`config.mk`:
```
export PLATFORM = sky130hd
export DESIGN_NAME = rob_tag_allocator_flat
export DESIGN_NICKNAME = d
export VERILOG_FILES = /design/src/rtl/rob_tag_allocator_pkg.sv /design/src/rtl/rob_tag_allocator_if.sv /design/src/rtl/rob_tag_allocator_dest_table.sv /design/src/rtl/rob_tag_allocator.sv /design/src/flat_wrapper.sv
export SDC_FILE = /design/constraint.sdc
export NUM_CORES = 1
export LEC_CHECK = 0
export ABC_AREA = 1
export BUFFER_PORTS_ARGS = -buffer_cell sky130_fd_sc_hd__buf_4
export CAP_MARGIN = 10
export CORE_MARGIN = 3
export CORE_UTILIZATION = 57
export DETAILED_ROUTE_END_ITERATION = 8
export PLACE_DENSITY = 0.81
export SYNTH_ARGS = -nofsm -noshare
export SYNTH_HDL_FRONTEND = slang
export SYNTH_SLANG_ARGS = --single-unit
```
`constraint.sdc`:
```
create_clock -name clk -period 2.2 [get_ports clk]
set_clock_uncertainty 0.2 [all_clocks]
set_input_delay 0.11 -clock clk [delete_from_list [all_inputs] [get_ports clk]]
set_output_delay 0.11 -clock clk [all_outputs]
set_load 0.03 [all_outputs]
```
`src/rtl/rob_tag_allocator_pkg.sv`:
```
// ROB tag allocator: shared widths, types and the destination table entry.
// Tags are a power-of-two ring, so pointer wrap is plain overflow.
package rob_pkg;

  localparam int REG = 4;
  localparam int ROB = 2;
  localparam int ROB_ENTRIES = 2 ** (ROB + 1);
  localparam int REG_COUNT = 2 ** (REG + 1);

  typedef logic [ROB:0] rob_tag_t;
  typedef logic [REG:0] reg_idx_t;
  typedef logic [ROB+1:0] rob_count_t;

  typedef struct packed {
    logic regWrite;
    reg_idx_t dest;
  } rob_dest_entry_t;

endpackage

```
`src/rtl/rob_tag_allocator_if.sv`:
```
// Rename-side and commit-side handshake bundle for the tag allocator.
// The master is the pipeline side, the slave is the allocator.
interface rob_tag_allocator_if;
  import rob_pkg::*;

  logic renValid;
  logic renRegWrite;
  reg_idx_t renDest;
  logic renReady;
  logic we;
  reg_idx_t destRegR;
  rob_tag_t destROB;
  logic commitReq;
  logic validCommit;
  rob_tag_t commitROB;
  reg_idx_t regCommit;
  logic commitRegWrite;

  modport master (
    output renValid, renRegWrite, renDest, commitReq,
    input renReady, we, destRegR, destROB,
    input validCommit, commitROB, regCommit, commitRegWrite
  );

  modport slave (
    input renValid, renRegWrite, renDest, commitReq,
    output renReady, we, destRegR, destROB,
    output validCommit, commitROB, regCommit, commitRegWrite
  );

endinterface

```
`src/rtl/rob_tag_allocator_dest_table.sv`:
```
// Per-tag destination table: one write port at tail, async read at head.
// A synchronous clear wipes every entry on reset or flush.
module rob_dest_table
  import rob_pkg::*;
(
  input logic clk,
  input logic clear,
  input logic wr_en,
  input rob_tag_t wr_idx,
  input rob_dest_entry_t wr_data,
  input rob_tag_t rd_idx,
  output rob_dest_entry_t rd_data
);

  rob_dest_entry_t mem [ROB_ENTRIES];

  always_ff @(posedge clk) begin
    if (clear) begin
      for (int i = 0; i < ROB_ENTRIES; i++) begin
        mem[i] <= '0;
      end
    end else if (wr_en) begin
      mem[wr_idx] <= wr_data;
    end
  end

  assign rd_data = mem[rd_idx];

endmodule

```
`src/rtl/rob_tag_allocator.sv`:
```
// ROB tag allocator: circular tag FIFO feeding the register status file.
// full/empty derive only from the registered count, never pointer compare.
module rob_tag_allocator
  import rob_pkg::*;
(
  input logic clk,
  input logic reset,
  input logic flush,
  rob_tag_allocator_if.slave bus,
  output rob_count_t count,
  output logic full,
  output logic empty
);

  rob_tag_t head;
  rob_tag_t tail;
  logic allocFire;
  logic clear;
  rob_dest_entry_t wr_entry;
  rob_dest_entry_t rd_entry;

  assign full = (count == rob_count_t'(ROB_ENTRIES));
  assign empty = (count == '0);
  assign clear = !reset || flush;

  assign bus.renReady = !full && !flush && reset;
  assign allocFire = bus.renValid && bus.renReady;

  // Status file writes on the following negedge, so these are same-cycle.
  assign bus.destROB = tail;
  assign bus.destRegR = bus.renDest;
  assign bus.we = allocFire && bus.renRegWrite && (bus.renDest != '0);

  assign wr_entry.regWrite = bus.renRegWrite && (bus.renDest != '0);
  assign wr_entry.dest = bus.renDest;

  assign bus.validCommit = bus.commitReq && !empty && reset;
  assign bus.commitROB = head;
  assign bus.regCommit = rd_entry.dest;
  assign bus.commitRegWrite = rd_entry.regWrite;

  always_ff @(posedge clk) begin
    if (clear) begin
      head <= '0;
      tail <= '0;
      count <= '0;
    end else begin
      if (allocFire) tail <= tail + rob_tag_t'(1);
      if (bus.validCommit) head <= head + rob_tag_t'(1);
      unique case ({allocFire, bus.validCommit})
        2'b10: count <= count + rob_count_t'(1);
        2'b01: count <= count - rob_count_t'(1);
        default: count <= count;
      endcase
    end
  end

  rob_dest_table u_table (
    .clk(clk),
    .clear(clear),
    .wr_en(allocFire),
    .wr_idx(tail),
    .wr_data(wr_entry),
    .rd_idx(head),
    .rd_data(rd_entry)
  );

endmodule

```
`src/flat_wrapper.sv`:
```
// flat-port wrapper written by rule: the top's interface ports become plain ports
module rob_tag_allocator_flat import rob_pkg::*;
  (clk, reset, flush, count, full, empty, bus_renValid, bus_renRegWrite, bus_renDest, bus_commitReq, bus_renReady, bus_we, bus_destRegR, bus_destROB, bus_validCommit, bus_commitROB, bus_regCommit, bus_commitRegWrite);
  rob_tag_allocator_if bus_i ();
  input logic clk;
  input logic reset;
  input logic flush;
  output rob_count_t count;
  output logic full;
  output logic empty;
  input wire logic [$bits(bus_i.renValid)-1:0] bus_renValid;
  input wire logic [$bits(bus_i.renRegWrite)-1:0] bus_renRegWrite;
  input wire logic [$bits(bus_i.renDest)-1:0] bus_renDest;
  input wire logic [$bits(bus_i.commitReq)-1:0] bus_commitReq;
  output wire logic [$bits(bus_i.renReady)-1:0] bus_renReady;
  output wire logic [$bits(bus_i.we)-1:0] bus_we;
  output wire logic [$bits(bus_i.destRegR)-1:0] bus_destRegR;
  output wire logic [$bits(bus_i.destROB)-1:0] bus_destROB;
  output wire logic [$bits(bus_i.validCommit)-1:0] bus_validCommit;
  output wire logic [$bits(bus_i.commitROB)-1:0] bus_commitROB;
  output wire logic [$bits(bus_i.regCommit)-1:0] bus_regCommit;
  output wire logic [$bits(bus_i.commitRegWrite)-1:0] bus_commitRegWrite;
  assign bus_i.renValid = bus_renValid;
  assign bus_i.renRegWrite = bus_renRegWrite;
  assign bus_i.renDest = bus_renDest;
  assign bus_i.commitReq = bus_commitReq;
  assign bus_renReady = bus_i.renReady;
  assign bus_we = bus_i.we;
  assign bus_destRegR = bus_i.destRegR;
  assign bus_destROB = bus_i.destROB;
  assign bus_validCommit = bus_i.validCommit;
  assign bus_commitROB = bus_i.commitROB;
  assign bus_regCommit = bus_i.regCommit;
  assign bus_commitRegWrite = bus_i.commitRegWrite;
  rob_tag_allocator u_core (.clk(clk), .reset(reset), .flush(flush), .bus(bus_i), .count(count), .full(full), .empty(empty));
endmodule
```
# == After elaboration in Yosys (flattened, before gate mapping) ==
# Memory sizes are Yosys's and may differ from the RTL's. A register that Yosys moved wholly into a read port is not among the register bits.
# Cells that the tools add are included.
# totals
input_bits,11
output_inout_bits,26
ramBits,48
reg_bits,10
mem_count,1
wordCells,39
# classes
n_mux,11
add_sub_neg,4
eq_ne,3
reduce_logical,17
# memory_table
name,depth,width,rd,rd_ports_with_merged_regs,write_ports,line_no,rtl
u_core.u_table.mem,8,6,1,1,8,rob_tag_allocator_dest_table.sv:15,rob_dest_entry_t mem [ROB_ENTRIES];
# op_table
op,n
two-way mux 3 bit,3
logical AND 1 bit,8
one-hot mux 4 bit (2 select lines),1
"adder 3 x 1 -> 3 bit, second input constant",2
two-way mux 1 bit,6
two-way mux 6 bit,1
OR reduction 6 bit,1
nonzero test 5 bit,1
"adder 4 x 1 -> 4 bit, second input constant",1
"equality test 4 bit, second input constant",1
logical NOT 1 bit,4
logical NOT 4 bit,1
"subtractor 4 x 1 -> 4 bit, second input constant",1
"equality test 2 x 1 -> 1 bit, second input constant",1
"equality test 2 bit, second input constant",1
nonzero test 2 bit,1
logical OR 1 bit,1

# == Depth between registers and ports, before layout ==
# depth
depth_word,10
depth_mapped,13

# == By module ==
# From an unflattened synthesis, not the netlist that was laid out.
# hier_totals
cells_unflattened,387
area_unflattened_um2,3099.2
# modules_own_cells
module,area_each_um2,n_inst,seq_area_each_um2,cells_each
rob_dest_table,2412.3,1,1441.4,290
rob_tag_allocator,686.9,1,200.2,97

# == Worst setup path after synthesis ==
# OpenSTA, ideal clock, no wires.
# synth_timing
path_kind,register -> register
start,register u_core.count[1]
end,register u_core.count[2]
t_arrival_ns,1.968
required_ns,1.887
synth_period_minus_slack_ns,2.281
setup_slack_ns,-0.081
path_buffers,0
stages_incl_launch_ff,11
setup_time_ns,0.113
cell_sequence,dfxtp_1 -> nor2_1 -> nand3_1 -> nand2_1 -> inv_2 -> ha_1 -> inv_1 -> fa_1 -> xnor2_1 -> o21ai_1 -> inv_1
# synth_lines
element,line_no,rtl
from (decl),rob_tag_allocator.sv:10,"output rob_count_t count,"
from (signal assigned),rob_tag_allocator.sv:51,2'b10: count <= count + rob_count_t'(1);
from (signal assigned),rob_tag_allocator.sv:52,2'b01: count <= count - rob_count_t'(1);
from (signal assigned),rob_tag_allocator.sv:53,default: count <= count;
logical NOT 4 bit *,rob_tag_allocator.sv:23,assign empty = (count == '0);
logical NOT 1 bit *,rob_tag_allocator.sv:37,assign bus.validCommit = bus.commitReq && !empty && reset;
logical AND 1 bit * (2 in a row),rob_tag_allocator.sv:37,
net bus_validCommit,flat_wrapper.sv:19,output wire logic [$bits(bus_i.validCommit)-1:0] bus_validCommit;
equality test 2 x 1 -> 1 bit or equality test 2 bit (tied branches),rob_tag_allocator.sv:50,"unique case ({allocFire, bus.validCommit})"
one-hot mux 4 bit (2 select lines) or nonzero test 2 bit (tied branches),--,
# Mark *: on every way through the listed nets, which the timed path passes. The rest lies on a longest branch.
# A chain may end at the register's enable or synchronous reset.

# == Worst setup path in the final report ==
# layout_timing
start,register u_core.count[1]
end,register u_core.count[3]
# layout_between
elab_chain_cells,7
# layout_lines
element,line_no,rtl
equality test 4 bit,rob_tag_allocator.sv:22,assign full = (count == rob_count_t'(ROB_ENTRIES));
logical NOT 1 bit,rob_tag_allocator.sv:26,assign bus.renReady = !full && !flush && reset;
logical AND 1 bit (2 in a row),rob_tag_allocator.sv:26,
logical AND 1 bit,rob_tag_allocator.sv:27,assign allocFire = bus.renValid && bus.renReady;
equality test 2 x 1 -> 1 bit or equality test 2 bit (tied branches),rob_tag_allocator.sv:50,
one-hot mux 4 bit (2 select lines) or nonzero test 2 bit (tied branches),--,
# Parallel ways exist; a longest one is shown, timed or not.

==> flow_metrics.py <==
metrics = {
    "logic_synthesis": {
        "synth_ff_type": "edfxtp_1",
        "ys_types": 24,
        "ys_ff_latch": 61,
        "syn-num-nets": 339,
        "synth-seq-area-share_pct": 57.0,
        "syn-instance-count": 322,
        "yosys_warnings": 0,
        "synth_area_per_cell_um2": 9.27,
        "synth-edff-count": 48,
        "synth-async-reset-ratio_pct": 0,
        "synth_area_um2": 2990,
    },
    "hold_path": {
        "hold_class": "input pin to flop",
    },
    "power_and_ir_drop": {
        "total_power_mw": 2.59,
        "leakagePower_nw": 1.70,
        "ir_drop_mv": 0.619,
        "pwr_density_cell_nw_per_um2": 721,
    },
    "floorplan": {
        "num_rows": 25,
        "core_um2": 4880,
        "die_w_um": 78.4,
        "fp.dieH_um": 78.4,
        "io_pins": 37,
        "die_area_um2": 6140,
        "initial_core_util_pct": 61.2,
    },
    "clock_network": {
        "cts.sinks": 61,
        "cts_buffer_depth": 2,
        "root_buffer": "clkbuf_8",
        "cts_tree": "built",
        "post_cts.repair.setup_buffers": 0,
        "clkTransAtPathRegs_ns": 0.07,
        "insertion_delay_ns": 0.33,
        "h-tree-depth": 3,
        "cts_buffers": 9,
    },
    "cells_and_area": {
        "final_cell_mix": "93 x nor2_1, 48 x edfxtp_1, 43 x nand2_1",
        "fin_cells": 439,
        "layout_commonest_cell": "nor2_1",
        "num-fill-cells": 365,
        "syn_to_final_growth_pct": 20.1,
        "final_core_util_pct": 73.5,
        "finalNetCount": 384,
        "antenna_cells": 0,
        "multi_input_area_um2": 1120,
        "seqCellArea_um2": 1710,
        "drive_gt1_share_pct": 24.5,
    },
    "detailed_routing": {
        "wire_per_inst_um": 15.2,
        "ant_nets": 0,
        "wl_mm": 6.67,
        "drt-initial-drc-count": 193,
        "drcViolationCount": 0,
        "viasPerCell": 5.45,
        "vias": 2391,
        "first_pass_iters": 5,
    },
    "timing": {
        "finalHoldViolCount": 0,
        "fin_crit_sh_pct": 94.1,
        "period_minus_slack_ns": 2.07,
        "setup_violations": 0,
        "maxSlewViolCount": 0,
        "slew_headroom_pct": 75.5,
        "timing.hold.ws_ns": 0.0422,
        "clock.fmax_mhz": 483,
        "worstMarginPinSlew_ns": 0.367,
    },
    "setup_path": {
        "crit_type": "flop to flop",
        "crit_arrival_ns": 2.10,
        "end_kind": "flop",
        "cp_max_fo": 5,
        "setup.worst_path.start_class": "flop",
        "cp.required_ns": 2.23,
    },
    "run_status": {
        "status": "finished clean",
    },
    "placed_design": {
        "place_hpwl_mm": 4.30,
        "place_congestion": 0.871,
        "port_buffers": 36,
        "dp.cells": 417,
    },
    "grt": {
        "grt_pass1_vias": 2390,
        "grt_pass1_wl_mm": 11.2,
        "overflow": 0,
        "grt_max_degree": 25,
        "antenna_found_initial": 0,
        "grtUsageTotal_pct": 23.9,
    },
    "flow_run": {
        "drv_cap": 0,
    },
}
final timing paths:
| path | slack (ns) | endpoint | start | cells after the start |
|---|---|---|---|---|
| hold reg to reg | 0.33 | flop | u_core.bus.commitROB[1] | 2 |
| setup reg to reg | 0.13 | u_core.count[3] | u_core.count[1] | 12 |
| hold / removal | 0.04 | u_core.u_table.mem[2][4] | bus_renDest[4] | 3 |
| setup / recovery | 0.13 | u_core.count[3] | u_core.count[1] | 12 |
routing by layer:
layer / track usage [%] / wire length [um] / up-vias
li1: - / - / 1145
met1: 29.5 / 2720 / 1127
met2: 40.4 / 3390 / 95
met3: 3.90 / 366 / 24
met4: 12.2 / 189 / 0
met5: 0 / 0 / -
cell type report:
class	count	share of cell area (%)
clock buffers	12	4.33
repair buffers	47	10.3
flip-flops and latches	61	47.6
well taps	67	2.34
multi-input cells	220	31.2
clock inverters	4	1.29
inverters	28	2.93
power breakdown:
part	internal [mW]	switching, mW
clock network	0.582	0.428
registers	1.28	0.0178
logic	0.0921	0.182
total	1.96	0.628
critical path: stages (launching register included):
cell     delay [ns]
dfxtp_2        0.35
nor2_2         0.15
nand3_2        0.12
nand2_2        0.11
inv_2          0.07
ha_2           0.20
ha_1           0.34
a21oi_2        0.18
nand2_1        0.07
nand2_1        0.05
nand3_1        0.06
nand2_1        0.06
inv_1          0.03
synthesized netlist by cell type (2+ instances only):
master	n	area share [%]
nor2_1	94	12
a21oi_1	7	1.2
nand2_1	44	5.5
clkinv_1	3	0.38
buf_4	5	1.3
buf_2	6	1.0
inv_2	10	1.3
ha_1	5	2.1
edfxtp_1	48	48
nand3_1	7	1.2
o21ai_0	17	2.8
o21ai_1	25	4.2
dfxtp_1	13	8.7
nand2_4	8	3.0
nor2_8	3	2.0
clkbuf_1	2	0.25
inv_1	15	1.9
nand4_1	2	0.42
nor2_2	3	0.63
timing repair:
| action | in CTS | in global routing |
|---|---|---|
| resized for setup | 0 | 5 |
| endpoints found under the hold margin | 23 | 0 |
| setup endpoints to repair | 0 | 2 |
| hold buffers | 6 | 0 |
cell families (layout without fill, tap and decap cells):
kind of cell / count (synthesis) / count (layout) / synth area share [%]
DFF: 61 / 61 / 57.0
buffers and inverters: 41 / 91 / 6.04
and+or+nand+nor: 163 / 163 / 25.4
adders and majority gates: 6 / 6 / 2.77
AOI/OAI and AO/OA: 49 / 49 / 8.21
xor gates and xnor gates: 2 / 2 / 0.587
flip-flops by register name, summed over array words and instances (netlist names), named ones only:
signal	count
u_core.bus.commitROB	3
u_core.bus.destROB	3
u_core.count	4
u_core.u_table.mem	48
per-stage QoR:
stage,TNS (ns),instance area (um2),setup slack (ns)
floorplan,0,2990,0.0434
global placement,0,3310,0.0967
detailed placement,0,3310,0.0203
CTS,0,3570,0.0142
global route,-0.0331,3580,-0.0331
finish,0,3580,0.130
Note: power is estimated with default switching activity, not from simulation.
